<file path="config.mk">
export PLATFORM = sky130hd
export DESIGN_NAME = decode_ctrl_pipe
export DESIGN_NICKNAME = d
export VERILOG_FILES = /design/src/rtl/decode_ctrl_pipe_pkg.sv /design/src/rtl/decode_ctrl_pipe_comb.sv /design/src/rtl/decode_ctrl_pipe.sv
export SDC_FILE = /design/constraint.sdc
export NUM_CORES = 1
export LEC_CHECK = 0
export BUFFER_PORTS_ARGS = -buffer_cell sky130_fd_sc_hd__buf_2
export CORE_MARGIN = 2
export CORE_UTILIZATION = 40
export DETAILED_ROUTE_END_ITERATION = 10
export GPL_ROUTABILITY_DRIVEN = 0
export PLACE_DENSITY = 0.67
export SLEW_MARGIN = 30
export SYNTH_ARGS = -nofsm -noshare
export SYNTH_HDL_FRONTEND = slang
export SYNTH_SLANG_ARGS = --single-unit
export TNS_END_PERCENT = 30
</file>
<file path="constraint.sdc">
create_clock -name clk -period 4.7 [get_ports clk]
set_input_delay 0.705 -clock clk [delete_from_list [all_inputs] [get_ports clk]]
set_output_delay 0.705 -clock clk [all_outputs]
set_load 0.1 [all_outputs]
</file>
<file path="src/rtl/decode_ctrl_pipe_pkg.sv">
// Shared encodings for the decode/control stage: opcodes, immediate kinds,
// register-write and branch codes, ALU codes and the control bundle layout.
package decode_ctrl_pipe_pkg;

    localparam logic [6:0] OP_LUI    = 7'b0110111;
    localparam logic [6:0] OP_AUIPC  = 7'b0010111;
    localparam logic [6:0] OP_JAL    = 7'b1101111;
    localparam logic [6:0] OP_JALR   = 7'b1100111;
    localparam logic [6:0] OP_BRANCH = 7'b1100011;
    localparam logic [6:0] OP_LOAD   = 7'b0000011;
    localparam logic [6:0] OP_STORE  = 7'b0100011;
    localparam logic [6:0] OP_IMM    = 7'b0010011;
    localparam logic [6:0] OP_REG    = 7'b0110011;

    localparam logic [6:0] F7_BASE = 7'b0000000;
    localparam logic [6:0] F7_ALT  = 7'b0100000;
    localparam logic [6:0] F7_M    = 7'b0000001;

    localparam logic [2:0] IMM_NONE = 3'd0;
    localparam logic [2:0] ITYPE    = 3'd1;
    localparam logic [2:0] STYPE    = 3'd2;
    localparam logic [2:0] BTYPE    = 3'd3;
    localparam logic [2:0] UTYPE    = 3'd4;
    localparam logic [2:0] JTYPE    = 3'd5;

    // Load codes are funct3+1, so LBU/LHU land on 5/6.
    localparam logic [2:0] NOREGWRITE = 3'd0;
    localparam logic [2:0] RW_LB      = 3'd1;
    localparam logic [2:0] RW_LH      = 3'd2;
    localparam logic [2:0] RW_LW      = 3'd3;
    localparam logic [2:0] RW_LBU     = 3'd5;
    localparam logic [2:0] RW_LHU     = 3'd6;

    localparam logic [2:0] NOBRANCH = 3'd0;

    localparam logic [4:0] ALU_ADD  = 5'd0;
    localparam logic [4:0] ALU_SLL  = 5'd1;
    localparam logic [4:0] ALU_SLT  = 5'd2;
    localparam logic [4:0] ALU_SLTU = 5'd3;
    localparam logic [4:0] ALU_XOR  = 5'd4;
    localparam logic [4:0] ALU_SRL  = 5'd5;
    localparam logic [4:0] ALU_OR   = 5'd6;
    localparam logic [4:0] ALU_AND  = 5'd7;
    localparam logic [4:0] ALU_SUB  = 5'd8;
    localparam logic [4:0] ALU_SRA  = 5'd13;
    localparam logic [4:0] ALU_LUI  = 5'd16;

    localparam logic [2:0] MD_DIV = 3'b100;
    localparam logic [2:0] MD_REM = 3'b110;

    typedef struct packed {
        logic [4:0] rs1;
        logic [4:0] rs2;
        logic [4:0] rd;
        logic       jal;
        logic       jalr;
        logic       load_npc;
        logic       mem_to_reg;
        logic       alu_src1;
        logic [2:0] reg_write;
        logic [3:0] mem_write;
        logic [1:0] reg_read;
        logic [2:0] branch_type;
        logic [4:0] alu_type;
        logic [1:0] alu_src2;
        logic [2:0] imm_type;
        logic       md_en;
        logic [2:0] md_op;
        logic       illegal;
    } ctrl_t;

    // DIV, DIVU, REM, REMU all have funct3[2] set; the MUL family does not.
    function automatic logic md_is_div(input logic [2:0] funct3);
        return funct3[2];
    endfunction

endpackage

</file>
<file path="src/rtl/decode_ctrl_pipe_comb.sv">
// Purely combinational RV32I(+M) decode of one instruction word into the
// control bundle, including illegal-op detection.
module decode_ctrl_pipe_comb
    import decode_ctrl_pipe_pkg::*;
#(
    parameter bit EN_M = 1'b1
) (
    input  logic [31:0] instr,
    output ctrl_t       ctrl
);

    logic [6:0] opcode;
    logic [2:0] funct3;
    logic [6:0] funct7;

    assign opcode = instr[6:0];
    assign funct3 = instr[14:12];
    assign funct7 = instr[31:25];

    always_comb begin
        ctrl           = '0;
        ctrl.rd        = instr[11:7];
        ctrl.rs1       = instr[19:15];
        ctrl.rs2       = instr[24:20];
        ctrl.reg_write = RW_LW;
        ctrl.alu_type  = ALU_ADD;
        case (opcode)
            OP_LUI: begin
                ctrl.imm_type = UTYPE;
                ctrl.alu_src2 = 2'b10;
                ctrl.alu_type = ALU_LUI;
            end
            OP_AUIPC: begin
                ctrl.imm_type = UTYPE;
                ctrl.alu_src1 = 1'b1;
                ctrl.alu_src2 = 2'b10;
            end
            OP_JAL: begin
                ctrl.jal      = 1'b1;
                ctrl.load_npc = 1'b1;
                ctrl.imm_type = JTYPE;
            end
            OP_JALR: begin
                ctrl.jalr     = 1'b1;
                ctrl.load_npc = 1'b1;
                ctrl.imm_type = ITYPE;
                ctrl.alu_src2 = 2'b10;
                ctrl.reg_read = 2'b10;
            end
            OP_BRANCH: begin
                ctrl.reg_write   = NOREGWRITE;
                ctrl.imm_type    = BTYPE;
                ctrl.reg_read    = 2'b11;
                ctrl.branch_type = funct3 - 3'd2;
                ctrl.illegal     = (funct3[2:1] == 2'b01);
            end
            OP_LOAD: begin
                ctrl.reg_write  = funct3 + 3'd1;
                ctrl.mem_to_reg = 1'b1;
                ctrl.imm_type   = ITYPE;
                ctrl.alu_src2   = 2'b10;
                ctrl.reg_read   = 2'b10;
                ctrl.illegal    = (funct3 == 3'd3) || (funct3 == 3'd6) || (funct3 == 3'd7);
            end
            OP_STORE: begin
                ctrl.reg_write = NOREGWRITE;
                ctrl.imm_type  = STYPE;
                ctrl.alu_src2  = 2'b10;
                ctrl.reg_read  = 2'b11;
                case (funct3)
                    3'd0:    ctrl.mem_write = 4'b0001;
                    3'd1:    ctrl.mem_write = 4'b0011;
                    3'd2:    ctrl.mem_write = 4'b1111;
                    default: ctrl.illegal   = 1'b1;
                endcase
            end
            OP_IMM: begin
                ctrl.imm_type = ITYPE;
                ctrl.reg_read = 2'b10;
                if (funct3 == 3'b001 || funct3 == 3'b101) begin
                    ctrl.alu_src2 = 2'b01;
                    ctrl.alu_type = {2'b00, funct3} + ((funct3 == 3'b101 && funct7 == F7_ALT) ? 5'd8 : 5'd0);
                end else begin
                    ctrl.alu_src2 = 2'b10;
                    ctrl.alu_type = {2'b00, funct3};
                end
            end
            OP_REG: begin
                ctrl.reg_read = 2'b11;
                if (EN_M && funct7 == F7_M) begin
                    ctrl.md_en = 1'b1;
                    ctrl.md_op = funct3;
                end else if (funct7 == F7_BASE || funct7 == F7_ALT) begin
                    ctrl.alu_type = {2'b00, funct3} + ((funct7 == F7_ALT) ? 5'd8 : 5'd0);
                end else begin
                    ctrl.illegal = 1'b1;
                end
            end
            default: ctrl.illegal = 1'b1;
        endcase
        // An illegal op must not produce any architectural side effect downstream.
        if (ctrl.illegal) begin
            ctrl.reg_write   = NOREGWRITE;
            ctrl.mem_write   = 4'b0000;
            ctrl.branch_type = NOBRANCH;
            ctrl.jal         = 1'b0;
            ctrl.jalr        = 1'b0;
            ctrl.md_en       = 1'b0;
        end
    end

endmodule

</file>
<file path="src/rtl/decode_ctrl_pipe.sv">
// Registered decode/control stage: valid/ready pipeline register, flush,
// and the MUL/DIV hold counter that stalls issue while EX iterates.
module decode_ctrl_pipe
    import decode_ctrl_pipe_pkg::*;
#(
    parameter bit          EN_M       = 1'b1,
    parameter int unsigned MUL_CYCLES = 1,
    parameter int unsigned DIV_CYCLES = 32,
    parameter int unsigned ALU_W      = 5
) (
    input  logic             clk,
    input  logic             rst,
    input  logic             flush,
    input  logic             in_valid,
    output logic             in_ready,
    input  logic [31:0]      in_instr,
    input  logic [31:0]      in_pc,
    output logic             out_valid,
    input  logic             out_ready,
    output logic [31:0]      out_pc,
    output logic [4:0]       rs1,
    output logic [4:0]       rs2,
    output logic [4:0]       rd,
    output logic             jal,
    output logic             jalr,
    output logic             load_npc,
    output logic             mem_to_reg,
    output logic             alu_src1,
    output logic [2:0]       reg_write,
    output logic [3:0]       mem_write,
    output logic [1:0]       reg_read,
    output logic [2:0]       branch_type,
    output logic [ALU_W-1:0] alu_type,
    output logic [1:0]       alu_src2,
    output logic [2:0]       imm_type,
    output logic             md_en,
    output logic [2:0]       md_op,
    output logic             illegal,
    output logic             md_busy
);

    localparam logic [7:0] DIV_HOLD = 8'(DIV_CYCLES - 1);
    localparam logic [7:0] MUL_HOLD = 8'(MUL_CYCLES - 1);

    ctrl_t      dec;
    ctrl_t      q;
    logic [31:0] pc_q;
    logic [7:0]  cnt;
    logic        accept;
    logic        out_fire;

    decode_ctrl_pipe_comb #(.EN_M(EN_M)) u_comb (
        .instr (in_instr),
        .ctrl  (dec)
    );

    assign in_ready = (~out_valid | out_ready) & (cnt == 8'd0) & ~flush;
    assign accept   = in_valid & in_ready;
    assign out_fire = out_valid & out_ready;

    always_ff @(posedge clk or posedge rst) begin
        if (rst) begin
            out_valid <= 1'b0;
            q         <= '0;
            pc_q      <= '0;
        end else if (flush) begin
            out_valid <= 1'b0;
        end else if (accept) begin
            out_valid <= 1'b1;
            q         <= dec;
            pc_q      <= in_pc;
        end else if (out_fire) begin
            out_valid <= 1'b0;
        end
    end

    // The hold starts when EX takes the M op, not when decode accepts it.
    always_ff @(posedge clk or posedge rst) begin
        if (rst) begin
            cnt <= 8'd0;
        end else if (flush) begin
            cnt <= 8'd0;
        end else if (out_fire && q.md_en) begin
            cnt <= md_is_div(q.md_op) ? DIV_HOLD : MUL_HOLD;
        end else if (cnt != 8'd0) begin
            cnt <= cnt - 8'd1;
        end
    end

    assign md_busy     = (cnt != 8'd0);
    assign out_pc      = pc_q;
    assign rs1         = q.rs1;
    assign rs2         = q.rs2;
    assign rd          = q.rd;
    assign jal         = q.jal;
    assign jalr        = q.jalr;
    assign load_npc    = q.load_npc;
    assign mem_to_reg  = q.mem_to_reg;
    assign alu_src1    = q.alu_src1;
    assign reg_write   = q.reg_write;
    assign mem_write   = q.mem_write;
    assign reg_read    = q.reg_read;
    assign branch_type = q.branch_type;
    assign alu_type    = ALU_W'(q.alu_type);
    assign alu_src2    = q.alu_src2;
    assign imm_type    = q.imm_type;
    assign md_en       = q.md_en;
    assign md_op       = q.md_op;
    assign illegal     = q.illegal;

endmodule

</file>
==> flow_summary.html <==
<table>
<tr><th>Metric</th><th>Value</th></tr>
<tr><th colspan="2">Run status</th></tr>
<tr><td>Run status</td><td>finished clean</td></tr>
<tr><th colspan="2">Worst setup path</th></tr>
<tr><td>Cell with the largest stage delay on the worst path</td><td>sky130_fd_sc_hd__or4b_4</td></tr>
<tr><td>Type of origin of the critical path</td><td>flop</td></tr>
<tr><td>Reg2Reg Capture Point</td><td>rs1[1]</td></tr>
<tr><td>Register-to-register path setup slack</td><td>1730 ps</td></tr>
<tr><td>Element type at the critical path end</td><td>output port</td></tr>
<tr><td>Cell family with the largest share of critical-path delay</td><td>simple AND/OR/NAND/NOR gates</td></tr>
<tr><td>Largest stage delay on the critical path</td><td>510 ps</td></tr>
<tr><td>Critical Path Fanout Max</td><td>23</td></tr>
<tr><td>CP Buf/Inv Count</td><td>3</td></tr>
<tr><td>Worst setup path category</td><td>reg2out</td></tr>
<tr><td>Cell count of the worst reg-to-reg path</td><td>8</td></tr>
<tr><td>Worst R2R Start</td><td>cnt[0]</td></tr>
<tr><td>Cells along the critical path</td><td>inv_1 -&gt; ha_1 -&gt; or4b_4 -&gt; nor2_8 -&gt; inv_4 -&gt; nor3_2 -&gt; buf_2</td></tr>
<tr><td>Data required time of the critical path</td><td>3990 ps</td></tr>
<tr><td>Crit path DAT</td><td>2490 ps</td></tr>
<tr><th colspan="2">Timing</th></tr>
<tr><td>Max transition margin</td><td>0.470</td></tr>
<tr><td>Final critical delay including setup and external delays</td><td>3200 ps</td></tr>
<tr><td>Worst-margin pin slew</td><td>795 ps</td></tr>
<tr><td>Final setup margin</td><td>1500 ps</td></tr>
<tr><td>Skew final</td><td>9.48 ps</td></tr>
<tr><td>Final Hold Viols</td><td>0</td></tr>
<tr><td>Portion of the clock cycle consumed by the worst path in the final layout</td><td>0.680</td></tr>
<tr><td>Final setup TNS</td><td>0 ps</td></tr>
<tr><td>RSZ-0062 raised after global routing</td><td>no</td></tr>
<tr><td>Highest clock frequency the design can meet</td><td>313 MHz</td></tr>
<tr><td>Max-slew violation count</td><td>0</td></tr>
<tr><td>Final number of setup-violating endpoints</td><td>0</td></tr>
<tr><th colspan="2">Yosys</th></tr>
<tr><td>Synth cell types</td><td>42</td></tr>
<tr><td>Cell count after synthesis</td><td>326</td></tr>
<tr><td>Post-Synthesis Cell Area</td><td>4170 um^2</td></tr>
<tr><td>Post-synthesis net count</td><td>403</td></tr>
<tr><td>Count of flip-flops with a built-in enable after synthesis</td><td>0</td></tr>
<tr><td>Portion of the post-synthesis area used by sequential elements</td><td>0.523</td></tr>
<tr><td>Synth warnings</td><td>0</td></tr>
<tr><td>Synthesis-stage register bit count</td><td>87</td></tr>
<tr><td>Share of flip-flops with an asynchronous set or reset</td><td>1.00</td></tr>
<tr><td>Mean instance size in the synthesized netlist</td><td>12.8 um^2</td></tr>
<tr><td>Top_reg_cell synth</td><td>sky130_fd_sc_hd__dfrtp_1</td></tr>
<tr><th colspan="2">Layout</th></tr>
<tr><td>Total Nets Final</td><td>551</td></tr>
<tr><td>Max FFs per register</td><td>32</td></tr>
<tr><td>Commonest cells after routing, fill and taps aside</td><td>sky130_fd_sc_hd__buf_2, sky130_fd_sc_hd__dfrtp_1, sky130_fd_sc_hd__mux2_4</td></tr>
<tr><td>Layout cells sized above 1</td><td>0.476</td></tr>
<tr><td>Most common cell after layout, fill and taps aside</td><td>sky130_fd_sc_hd__buf_2</td></tr>
<tr><td>Diodes inserted</td><td>0</td></tr>
<tr><td>Area growth from synthesis to layout</td><td>23.5%</td></tr>
<tr><td>Post-Layout Cell Count</td><td>615</td></tr>
<tr><th colspan="2">Detailed routing</th></tr>
<tr><td>First-pass iteration count of the detailed router</td><td>4</td></tr>
<tr><td>Count of unresolved DRC violations after routing</td><td>0</td></tr>
<tr><td>Post-DRT Antenna Nets</td><td>0</td></tr>
<tr><td>Total Routed Length</td><td>9720 um</td></tr>
<tr><td>Total via count in the routed design</td><td>3108</td></tr>
<tr><td>Routed wire length per instance</td><td>15.8 um</td></tr>
<tr><td>Number of DRC violations after detailed-routing iteration 0</td><td>169</td></tr>
<tr><td>Via/cell ratio</td><td>5.05</td></tr>
<tr><th colspan="2">Global routing</th></tr>
<tr><td>Most crowded layer after global routing</td><td>met2</td></tr>
<tr><td>Global route total overflow</td><td>0</td></tr>
<tr><td>Vias in the first global route</td><td>3016</td></tr>
<tr><td>Antenna violations before repair</td><td>0</td></tr>
<tr><td>Met1 GRT Util</td><td>0.235</td></tr>
<tr><td>Global Route Usage Sum</td><td>0.172</td></tr>
<tr><td>Pin count of the biggest net entering global routing</td><td>55</td></tr>
<tr><td>Met2 routing resource usage after global routing</td><td>0.264</td></tr>
<tr><td>Wire length of the first global-routing pass</td><td>15200 um</td></tr>
<tr><td>Routing usage on met3</td><td>0.0454</td></tr>
<tr><th colspan="2">Die</th></tr>
<tr><td>Width of the die</td><td>106 um</td></tr>
<tr><td>Die area</td><td>11200 um^2</td></tr>
<tr><td>Initial Utilization</td><td>0.407</td></tr>
<tr><td>Core Rows</td><td>37</td></tr>
<tr><td>Number of top-level pins</td><td>151</td></tr>
<tr><td>Placeable core region</td><td>10200 um^2</td></tr>
<tr><td>Vertical extent of the die</td><td>106 um</td></tr>
<tr><th colspan="2">Run</th></tr>
<tr><td>Max capacitance violation total</td><td>0</td></tr>
<tr><th colspan="2">Placed design</th></tr>
<tr><td>Instance count after placement with tap cells included</td><td>599</td></tr>
<tr><td>HPWL after detailed placement</td><td>6980 um</td></tr>
<tr><td>Count of buffers inserted at the top-level ports</td><td>150</td></tr>
<tr><td>Worst slack after detailed placement</td><td>1520 ps</td></tr>
<tr><th colspan="2">Clocking</th></tr>
<tr><td>CTS clock-pin slew for the worst setup and hold paths</td><td>90 ps</td></tr>
<tr><td>Num CTS Buffers</td><td>9</td></tr>
<tr><td>Clock Sink Count</td><td>87</td></tr>
<tr><td>Worst-case clock buffer depth</td><td>2</td></tr>
<tr><td>CTS tree</td><td>yes</td></tr>
<tr><td>Insertion delay to the later sink of the worst-skew pair</td><td>360 ps</td></tr>
<tr><td>Number of hold-repair buffers added at the cts stage</td><td>0</td></tr>
<tr><td>Root Buffer Master</td><td>sky130_fd_sc_hd__clkbuf_8</td></tr>
<tr><td>Count of H-tree levels built during CTS</td><td>3</td></tr>
<tr><td>Number of setup buffers added after CTS</td><td>0</td></tr>
<tr><td>Resized cells post-CTS</td><td>0</td></tr>
<tr><th colspan="2">Worst hold path</th></tr>
<tr><td>Type of the tightest min-delay check</td><td>in2async</td></tr>
</table>
how the worst max path moves through the flow:
stage	cells after the start	end	slack, ps	from
6_report	7	in_ready	1500	cnt[0]
5_1_grt	7	in_ready	1400	cnt[0]
4_1_cts	7	in_ready	1490	cnt[0]
3_5_place_dp	6	out_pc[7]	1520	out_ready
3_3_place_gp	6	out_pc[7]	1620	out_ready
2_1_floorplan	7	in_ready	640	cnt[0]
cell families after synthesis:
| kind of cell | synth area share |
|---|---|
| buffers and inverters | 0.0471 |
| muxes | 0.189 |
| and+or+nand+nor | 0.108 |
| DFF | 0.523 |
| AOI/OAI and AO/OA | 0.101 |
| adders and majority gates | 0.0240 |
| xor gates and xnor gates | 0.00841 |
layout make-up:
class,count,area [um^2]
tap,136,170
fill,945,5090
clock inverter,7,47.5
clock buffer,9,124
sequential,87,2180
multi-input combinational,210,1800
timing repair buffer,153,773
inverter,13,53.8
through the flow:
| stage | util | hold slack, ps | area, um^2 |
|---|---|---|---|
| 2_1_floorplan | - | 536 | 4170 |
| 3_3_place_gp | 0.486 | 472 | 4970 |
| 3_5_place_dp | 0.486 | 472 | 4970 |
| 4_1_cts | 0.503 | 496 | 5140 |
| 5_1_grt | 0.503 | 491 | 5140 |
| 6_report | 0.503 | 439 | 5140 |
layer usage:
layer / wire length [um] / share of wire / vias to the layer above
li1: - / - / 1481
met1: 4480 / 0.46 / 1494
met2: 4410 / 0.45 / 117
met3: 664 / 0.068 / 16
met4: 170 / 0.017 / 0
met5: 0 / 0 / -
synth_stat cells (3+ instances only):
library cell,count,share of area
sky130_fd_sc_hd__dfrtp_1,87,0.52
sky130_fd_sc_hd__mux2_4,46,0.17
sky130_fd_sc_hd__o21ai_0,26,0.031
sky130_fd_sc_hd__nand3_1,16,0.019
sky130_fd_sc_hd__nor2_1,14,0.013
sky130_fd_sc_hd__a21oi_1,12,0.014
sky130_fd_sc_hd__inv_1,12,0.011
sky130_fd_sc_hd__nand2_1,12,0.011
sky130_fd_sc_hd__clkbuf_1,10,0.0090
sky130_fd_sc_hd__ha_1,8,0.024
sky130_fd_sc_hd__o31ai_1,8,0.014
sky130_fd_sc_hd__o2bb2ai_1,7,0.015
sky130_fd_sc_hd__mux2_2,6,0.016
sky130_fd_sc_hd__buf_12,5,0.024
sky130_fd_sc_hd__nor3_1,5,0.0060
sky130_fd_sc_hd__o41ai_1,5,0.011
sky130_fd_sc_hd__nand4_1,4,0.0060
sky130_fd_sc_hd__nor2b_1,4,0.0060
sky130_fd_sc_hd__mux2i_1,3,0.0072
sky130_fd_sc_hd__nor4b_1,3,0.0063
sky130_fd_sc_hd__or3_1,3,0.0045
sky130_fd_sc_hd__xor2_1,3,0.0063
Power is left out: the tool's default activity adds up to more than one toggle a clock period on the data nets, which glitch-free logic cannot reach.
